**src/rtl/logic_pkg.sv**
```systemverilog
// Shared definitions for the bitwise logic pipeline: operation select width
// and the eight operation encodings understood by bitwise_logic_core.
package logic_pkg;

    localparam int OP_W = 3;

    typedef logic [OP_W-1:0] op_t;

    localparam op_t OP_AND   = 3'b000;
    localparam op_t OP_OR    = 3'b001;
    localparam op_t OP_XOR   = 3'b010;
    localparam op_t OP_NOR   = 3'b011;
    localparam op_t OP_ANDN  = 3'b100;
    localparam op_t OP_RAND  = 3'b101;
    localparam op_t OP_PASSA = 3'b110;
    localparam op_t OP_PASSB = 3'b111;

endpackage

```
**src/rtl/bitwise_logic_core.sv**
```systemverilog
// Purely combinational function unit: applies one of the eight bitwise
// operations to a and b. Holds no state so the ALU top can reuse it directly.
module bitwise_logic_core
    import logic_pkg::*;
#(
    parameter int WIDTH = 32
) (
    input  logic [WIDTH-1:0] a_i,
    input  logic [WIDTH-1:0] b_i,
    input  op_t              op_i,
    output logic [WIDTH-1:0] y_o
);

    always_comb begin
        y_o = '0;
        case (op_i)
            OP_AND:   y_o = a_i & b_i;
            OP_OR:    y_o = a_i | b_i;
            OP_XOR:   y_o = a_i ^ b_i;
            OP_NOR:   y_o = ~(a_i | b_i);
            OP_ANDN:  y_o = a_i & ~b_i;
            // Reduction result lives in bit 0 only; the upper bits stay zero.
            OP_RAND:  y_o[0] = &(a_i & b_i);
            OP_PASSA: y_o = a_i;
            OP_PASSB: y_o = b_i;
            default:  y_o = '0;
        endcase
    end

endmodule

```
**src/rtl/bitwise_logic_pipe.sv**
```systemverilog
// Two-stage pipelined bitwise unit with valid/ready on both sides: s1 holds
// the operands, s2 holds the registered result, zero flag and op counter.
module bitwise_logic_pipe
    import logic_pkg::*;
#(
    parameter int WIDTH = 32,
    parameter int CNT_W = 16
) (
    input  logic             clk,
    input  logic             rst,
    input  logic             in_valid,
    output logic             in_ready,
    input  logic [WIDTH-1:0] in_a,
    input  logic [WIDTH-1:0] in_b,
    input  op_t              in_op,
    output logic             out_valid,
    input  logic             out_ready,
    output logic [WIDTH-1:0] out_y,
    output logic             out_zero,
    output logic [CNT_W-1:0] op_count
);

    localparam logic [CNT_W-1:0] CNT_MAX = {CNT_W{1'b1}};

    logic [WIDTH-1:0] s1A_q, s1A_d;
    logic [WIDTH-1:0] s1B_q, s1B_d;
    op_t              s1Op_q, s1Op_d;
    logic             s1Valid_q, s1Valid_d;

    logic [WIDTH-1:0] outY_q, outY_d;
    logic             outZero_q, outZero_d;
    logic             outValid_q, outValid_d;
    logic [CNT_W-1:0] opCount_q, opCount_d;

    logic             s2Load;
    logic             accept;
    logic             outFire;
    logic [WIDTH-1:0] coreY;

    bitwise_logic_core #(
        .WIDTH (WIDTH)
    ) u_core (
        .a_i  (s1A_q),
        .b_i  (s1B_q),
        .op_i (s1Op_q),
        .y_o  (coreY)
    );

    // No skid buffer: in_ready depends combinationally on out_ready via s2Load.
    always_comb begin
        s2Load   = s1Valid_q && (!outValid_q || out_ready);
        in_ready = !s1Valid_q || s2Load;
        accept   = in_valid && in_ready;
        outFire  = outValid_q && out_ready;
    end

    always_comb begin
        s1A_d     = s1A_q;
        s1B_d     = s1B_q;
        s1Op_d    = s1Op_q;
        s1Valid_d = s1Valid_q;
        if (accept) begin
            s1A_d     = in_a;
            s1B_d     = in_b;
            s1Op_d    = in_op;
            s1Valid_d = 1'b1;
        end else if (s2Load) begin
            s1Valid_d = 1'b0;
        end
    end

    // Zero flag is captured alongside the result so it can never lag it.
    always_comb begin
        outY_d     = outY_q;
        outZero_d  = outZero_q;
        outValid_d = outValid_q;
        if (s2Load) begin
            outY_d     = coreY;
            outZero_d  = (coreY == '0);
            outValid_d = 1'b1;
        end else if (outFire) begin
            outValid_d = 1'b0;
        end
    end

    always_comb begin
        opCount_d = opCount_q;
        if (outFire && (opCount_q != CNT_MAX)) begin
            opCount_d = opCount_q + 1'b1;
        end
    end

    always_ff @(posedge clk or posedge rst) begin
        if (rst) begin
            s1A_q     <= '0;
            s1B_q     <= '0;
            s1Op_q    <= OP_AND;
            s1Valid_q <= 1'b0;
        end else begin
            s1A_q     <= s1A_d;
            s1B_q     <= s1B_d;
            s1Op_q    <= s1Op_d;
            s1Valid_q <= s1Valid_d;
        end
    end

    always_ff @(posedge clk or posedge rst) begin
        if (rst) begin
            outY_q     <= '0;
            outZero_q  <= 1'b0;
            outValid_q <= 1'b0;
            opCount_q  <= '0;
        end else begin
            outY_q     <= outY_d;
            outZero_q  <= outZero_d;
            outValid_q <= outValid_d;
            opCount_q  <= opCount_d;
        end
    end

    assign out_valid = outValid_q;
    assign out_y     = outY_q;
    assign out_zero  = outZero_q;
    assign op_count  = opCount_q;

endmodule

```
**config.mk**
```make
export PLATFORM = sky130hd
export DESIGN_NAME = bitwise_logic_pipe
export DESIGN_NICKNAME = d
export VERILOG_FILES = /design/src/rtl/logic_pkg.sv /design/src/rtl/bitwise_logic_core.sv /design/src/rtl/bitwise_logic_pipe.sv
export SDC_FILE = /design/constraint.sdc
export NUM_CORES = 1
export LEC_CHECK = 0
export BUFFER_PORTS_ARGS = -buffer_cell sky130_fd_sc_hd__buf_2
export CAP_MARGIN = 0
export CORE_AREA = 8 8 131 133
export CTS_CLUSTER_DIAMETER = 200
export DETAILED_ROUTE_END_ITERATION = 8
export DIE_AREA = 0 0 139 141
export PLACE_DENSITY = 0.85
export SKIP_CTS_REPAIR_TIMING = 1
export SKIP_LAST_GASP = 1
export SLEW_MARGIN = 15
export SYNTH_ARGS = -nofsm -noshare
export SYNTH_HDL_FRONTEND = slang
export SYNTH_SLANG_ARGS = --single-unit
export TNS_END_PERCENT = 1
```
**constraint.sdc**
```tcl
create_clock -name clk -period 7.4 [get_ports clk]
set_clock_uncertainty 0.05 [all_clocks]
set_input_delay 0.74 -clock clk [delete_from_list [all_inputs] [get_ports clk]]
set_output_delay 0.74 -clock clk [all_outputs]
set_load 0.02 [all_outputs]
```
==> results of run 1 <==
-- flip-flops by register name, indices dropped and copies added, names as in the netlist --
| register | count |
|---|---|
| s1Op_q | 3 |
| s1A_q | 32 |
| s1B_q | 32 |
| out_zero | 1 |
| op_count | 16 |
| out_y | 32 |
| out_valid | 1 |
| s1Valid_q | 1 |
-- path summary, 6_finish.rpt --
check / cells after the start / end / start / slack [ns]
min reg2reg: 2 / out_y[6]$_DFFE_PP0P_ / out_y[6]$_DFFE_PP0P_ / 0.42
min in group clk: 2 / out_y[6]$_DFFE_PP0P_ / out_y[6]$_DFFE_PP0P_ / 0.42
min: 2 / out_y[28]$_DFFE_PP0P_ / rst / 0.40
max in group asynchronous: 3 / s1Op_q[1]$_DFFE_PP0P_ / rst / 5.62
max reg2reg: 7 / out_zero$_DFFE_PP0P_ / s1Op_q[2]$_DFFE_PP0P_ / 3.85
max: 7 / out_zero$_DFFE_PP0P_ / s1Op_q[2]$_DFFE_PP0P_ / 3.85
-- cell type report --
type	count	area share
Sequential cell	118	0.316
Clock buffer	17	0.0455
Multi-Input combinational cell	529	0.500
Tap cell	188	0.0251
Timing Repair Buffer	127	0.0696
Clock inverter	15	0.0159
Inverter	69	0.0280
-- worst reg2reg max path, delay by kind of cell (launching register included) --
kind | cells | cell delay [ns]
DFF | 1 | 0.71
AOI/OAI and AO/OA | 1 | 0.19
buffers and inverters | 1 | 0.80
muxes | 2 | 0.91
and+or+nand+nor | 3 | 0.80
-- per-stage QoR --
stage / worst slack (ns) / cell area [um2]
final: 3.85 / 9350
after global routing: 3.64 / 9350
after CTS: 3.87 / 9350
after detailed placement: 3.87 / 8780
after global placement: 3.96 / 8780
after floorplan: 3.48 / 8100
-- power by group through the flow --
| stage | clock network, mW | registers (mW) | logic (mW) |
|---|---|---|---|
| 6_report | 0.791 | 0.926 | 0.921 |
| 3_5_place_dp | 0 | 0.934 | 0.906 |
| 4_1_cts | 0.808 | 0.924 | 0.915 |
| 3_3_place_gp | 0 | 0.924 | 0.884 |
| 2_1_floorplan | 0 | 0.986 | 0.557 |
| 5_1_grt | 0.835 | 0.946 | 1.00 |
-- logic make-up after synthesis --
group	Yosys count	share of synthesized area
flops	118	0.365
buf+inv	109	0.0587
mux	153	0.221
compound gates	113	0.0930
xor+xnor	20	0.0216
fa+ha+maj	97	0.150
simple gates	146	0.0911
-- layout by cell type (no fill, tap or decap), types with 9 or more instances in the layout --
cell and n:
inv_1 67, a21oi_1 16, mux2_2 85, nand2_1 48, mux2_1 9, mux4_2 11
o21ai_0 29, dfrtp_1 116, o22ai_1 12, nor2_1 22, buf_2 121, xnor2_1 15
nand4_1 14, ha_1 97, clkbuf_16 17, nand3_1 17, mux2i_1 47
-- metal layers --
layer	vias to the layer above	global-route usage	wire length, um
met3	51	0.0712	1730
met2	291	0.329	9460
met1	3048	0.272	9100
met5	-	0	36
li1	2908	-	-
met4	2	0.101	596
==> results.tsv, run 1 <==
metric	value	unit
critPathLaunchType	register	
synth_commonest_cells	118 x dfrtp_1, 97 x ha_1, 85 x mux2_2, 68 x inv_1, 49 x nand2_1	
worst-path-buf-inv	1	
intPower	1.64	mW
worstPathMaxFanout	76	
drt_iter0_markers	488	
path_clk_slew	0.06	ns
post_drt_wl_per_cell	19.7	um
synth_top_area_share	0.365	
crit_type	register to register	
worstPathArrival	3.83	ns
clk_latency	0.43	ns
die_y	141	um
ys_ff_latch	118	
drive_gt1_frac	0.302	
grt_pass1_wl	33400	um
fin_crit	3.55	ns
cts_buffers	17	
avgSynthCellArea	10.7	um2
p_per_area	282	nW/um2
drc	0	
grt_pass1_vias	6409	
synth.yosys.warnings	0	
pwr-share-clk	0.300	
yosysMostFrequentCell	dfrtp_1	
ys_types	59	
power_frac_seq	0.351	
fin_util	0.625	
leakage	4.61	nW
syn-num-nets	924	
via_per_inst	5.93	
routabilityCongestion	1.02	
core	15000	um2
root_buffer	clkbuf_16	
fillers	1195	
rsz0062_at_grt	false	
finalSetupTns	0	ns
yosys_most_used_dff	dfrtp_1	
grt_overflow	0	
required	7.68	ns
die_area	19600	um2
synth_edf_count	0	
globalRouteTotalUtil	0.215	
peakVddDrop	0.173	mV
cts.path.max_buffers	2	
slowest_stage	buf_4	
synth_cells	756	
seq_area	2960	um2
worstPathCellList	buf_4 -> mux2_2 -> mux4_2 -> nor4_1 -> nand4_1 -> or3_1 -> o41ai_2	
switchingPower	1.00	mW
nNetsFinal	1030	
final_antenna_net_count	0	
area_growth	15.5	%
pwr-share-comb	0.349	
via_count	6300	
synth_area_leaders	dfrtp_1 36%, ha_1 15%, mux2_2 12%	
holdCritPathClass	primary input to async pin	
start_util	0.541	
whs	0.398	ns
setup_viol	0	
seq_area_frac_synth	0.365	
io_buffers	121	
final_max_slew_viol_count	0	
die_w	139	um
place_inst	1031	
power	2.64	mW
cts_sinks	118	
final_cells	1063	
rows	45	
tightest_slew	0.908	ns
first_pass_iters	6	
slew_headroom	0.394	
htreeDepth	4	
cts_tree	done	
maxCapViolations	0	
synth_area	8100	um2
antenna_found_initial	1	
cp-end-kind	register	
multiInputGateArea	4670	um2
timing.fmax	0.281	GHz
path_delay_family	multiplexers	
hold_violations	0	
io_pins	122	
grt_max_degree	77	
yosys.area.top_type	dfrtp_1	
fin_crit_sh	0.480	
slowest_delay	0.79	ns
wl	20900	um
synthArstFlopShare	1.00	
dp_hpwl	15300	um
status	complete, no violations	
antennaDiodeCount	0	
switching_share	0.380	
Note: power is estimated with default switching activity, not from simulation.
==> run 2, diff against run 1 <==
CORE_AREA = 8 8 133 135   (was 8 8 131 133)
DIE_AREA = 0 0 141 143   (was 0 0 139 141)
PLACE_DENSITY = 0.86   (was 0.85)
clock period = 2.9 ns   (was 7.4 ns; I/O delays follow)
==> run 2 against run 1 <==
Compared with the run above: final cell count rose by 5.2%; sequential cell count unchanged; critical path depth grew 1; worst hold slack got worse by 0.39 ns; first-iteration DRC count up 29%; maximum frequency is 28% higher; count of clock-buffer cells in the layout stayed put; setup slack lost 3.7 ns; sequential share of layout area is 1.1 points lower; via count grew 0.22%; combinational power grew to 2.7 times the previous value; non-clock buffer count rose by 27; largest power group is now combinational logic.
==> results.tsv, run 2 (same netlist as run 1, synthesis figures left out) <==
metric	value	unit
cts_sinks	118	
die_w	141	um
dp_hpwl	15900	um
grt_overflow	0	
final_antenna_net_count	0	
cts_buffers	17	
ff2ff_setup_slack	0.12	ns
worstPathArrival	3.05	ns
holdCritPathClass	primary input to async pin	
core	15600	um2
die_y	143	um
place_inst	1084	
antenna_found_initial	0	
timing.fmax	0.359	GHz
power	6.91	mW
fin_crit	2.78	ns
crit_type	register to register	
finalSetupTns	0	ns
maxCapViolations	0	
rr_worst_depth	8	
fillers	1261	
wl	21000	um
io_pins	122	
r2r-start	s1A_q[14]$_DFFE_PP0P_	
required	3.17	ns
cp-end-kind	register	
nNetsFinal	1057	
drc	0	
antennaDiodeCount	0	
final_cells	1118	
drive_gt1_frac	0.325	
critPathLaunchType	register	
cts.path.max_buffers	2	
setup_viol	0	
final_max_slew_viol_count	0	
rows	46	
leakage	4.77	nW
seq_area	2960	um2
peakVddDrop	0.484	mV
drt_iter0_markers	629	
worstPathMaxFanout	5	
tightest_slew	0.701	ns
globalRouteTotalUtil	0.213	
first_pass_iters	7	
final_cell_mix	121 x buf_2, 116 x dfrtp_1, 97 x ha_1, 85 x mux2_2, 67 x inv_1	
worst_slack	0.118	ns
slew_headroom	0.530	
start_util	0.519	
grt_pass1_vias	6368	
path_clk_slew	0.06	ns
via_per_inst	5.65	
routabilityCongestion	0.954	
grt_pass1_wl	33500	um
post_drt_wl_per_cell	18.8	um
place_ws	0.115	ns
area_growth	19.7	%
die_area	20200	um2
multiInputGateArea	4680	um2
p_per_area	713	nW/um2
via_count	6314	
io_buffers	121	
grt_max_degree	119	
status	complete, no violations	
root_buffer	clkbuf_16	
hold_violations	0	
cts_tree	done	
final_common_cell	buf_2	
timing.rr.end	out_zero$_DFFE_PP0P_	
fin_crit_sh	0.959	
clk_latency	0.42	ns
htreeDepth	4	
run 2: area by class of cell:
cell class | instances | share of cell area
Inverter | 69 | 0.0271
Multi-Input combinational cell | 529 | 0.483
Clock buffer | 17 | 0.0439
Tap cell | 216 | 0.0279
Sequential cell | 118 | 0.305
Clock inverter | 15 | 0.0161
Timing Repair Buffer | 154 | 0.0970
run 2: worst max path at each step:
stage                                from                   end  cells past startpoint
floorplan           s1A_q[13]$_DFFE_PP0P_  out_zero$_DFFE_PP0P_                      8
global placement    s1A_q[13]$_DFFE_PP0P_  out_zero$_DFFE_PP0P_                      8
detailed placement  s1A_q[14]$_DFFE_PP0P_  out_zero$_DFFE_PP0P_                      8
CTS                 s1A_q[14]$_DFFE_PP0P_  out_zero$_DFFE_PP0P_                      8
global route        s1A_q[14]$_DFFE_PP0P_  out_zero$_DFFE_PP0P_                      8
finish              s1A_q[14]$_DFFE_PP0P_  out_zero$_DFFE_PP0P_                      8
run 2: routing by layer:
layer	global-route usage	vias up	share of wire
met5	0	-	0
met4	0.0769	0	0.021
met3	0.0551	29	0.073
met2	0.336	274	0.46
met1	0.278	3045	0.44
li1	-	2966	-
run 2: power by group:
group / leakage, nW / internal, mW / switching (mW)
clock: 0.272 / 1.26 / 0.793
sequential: 1.43 / 1.99 / 0.366
combinational: 3.07 / 1.10 / 1.40
run 2: metrics by stage:
stage	utilization	hold slack (ns)	area [um2]
detailed placement	0.583	0.417	9090
floorplan	-	0.348	8100
CTS	0.620	0.0145	9670
global placement	0.583	0.407	9090
global route	0.622	0.0316	9700
finish	0.622	0.00520	9700
run 2: critical path, cell delays in order (launching register included):
cell and delay (ns):
dfrtp_1 0.42, inv_1 0.07, ha_1 0.29, mux2_2 0.26, mux4_2 0.49, nor4_2 0.31, nand4_1 0.18, or3_1 0.41
o41ai_2 0.20
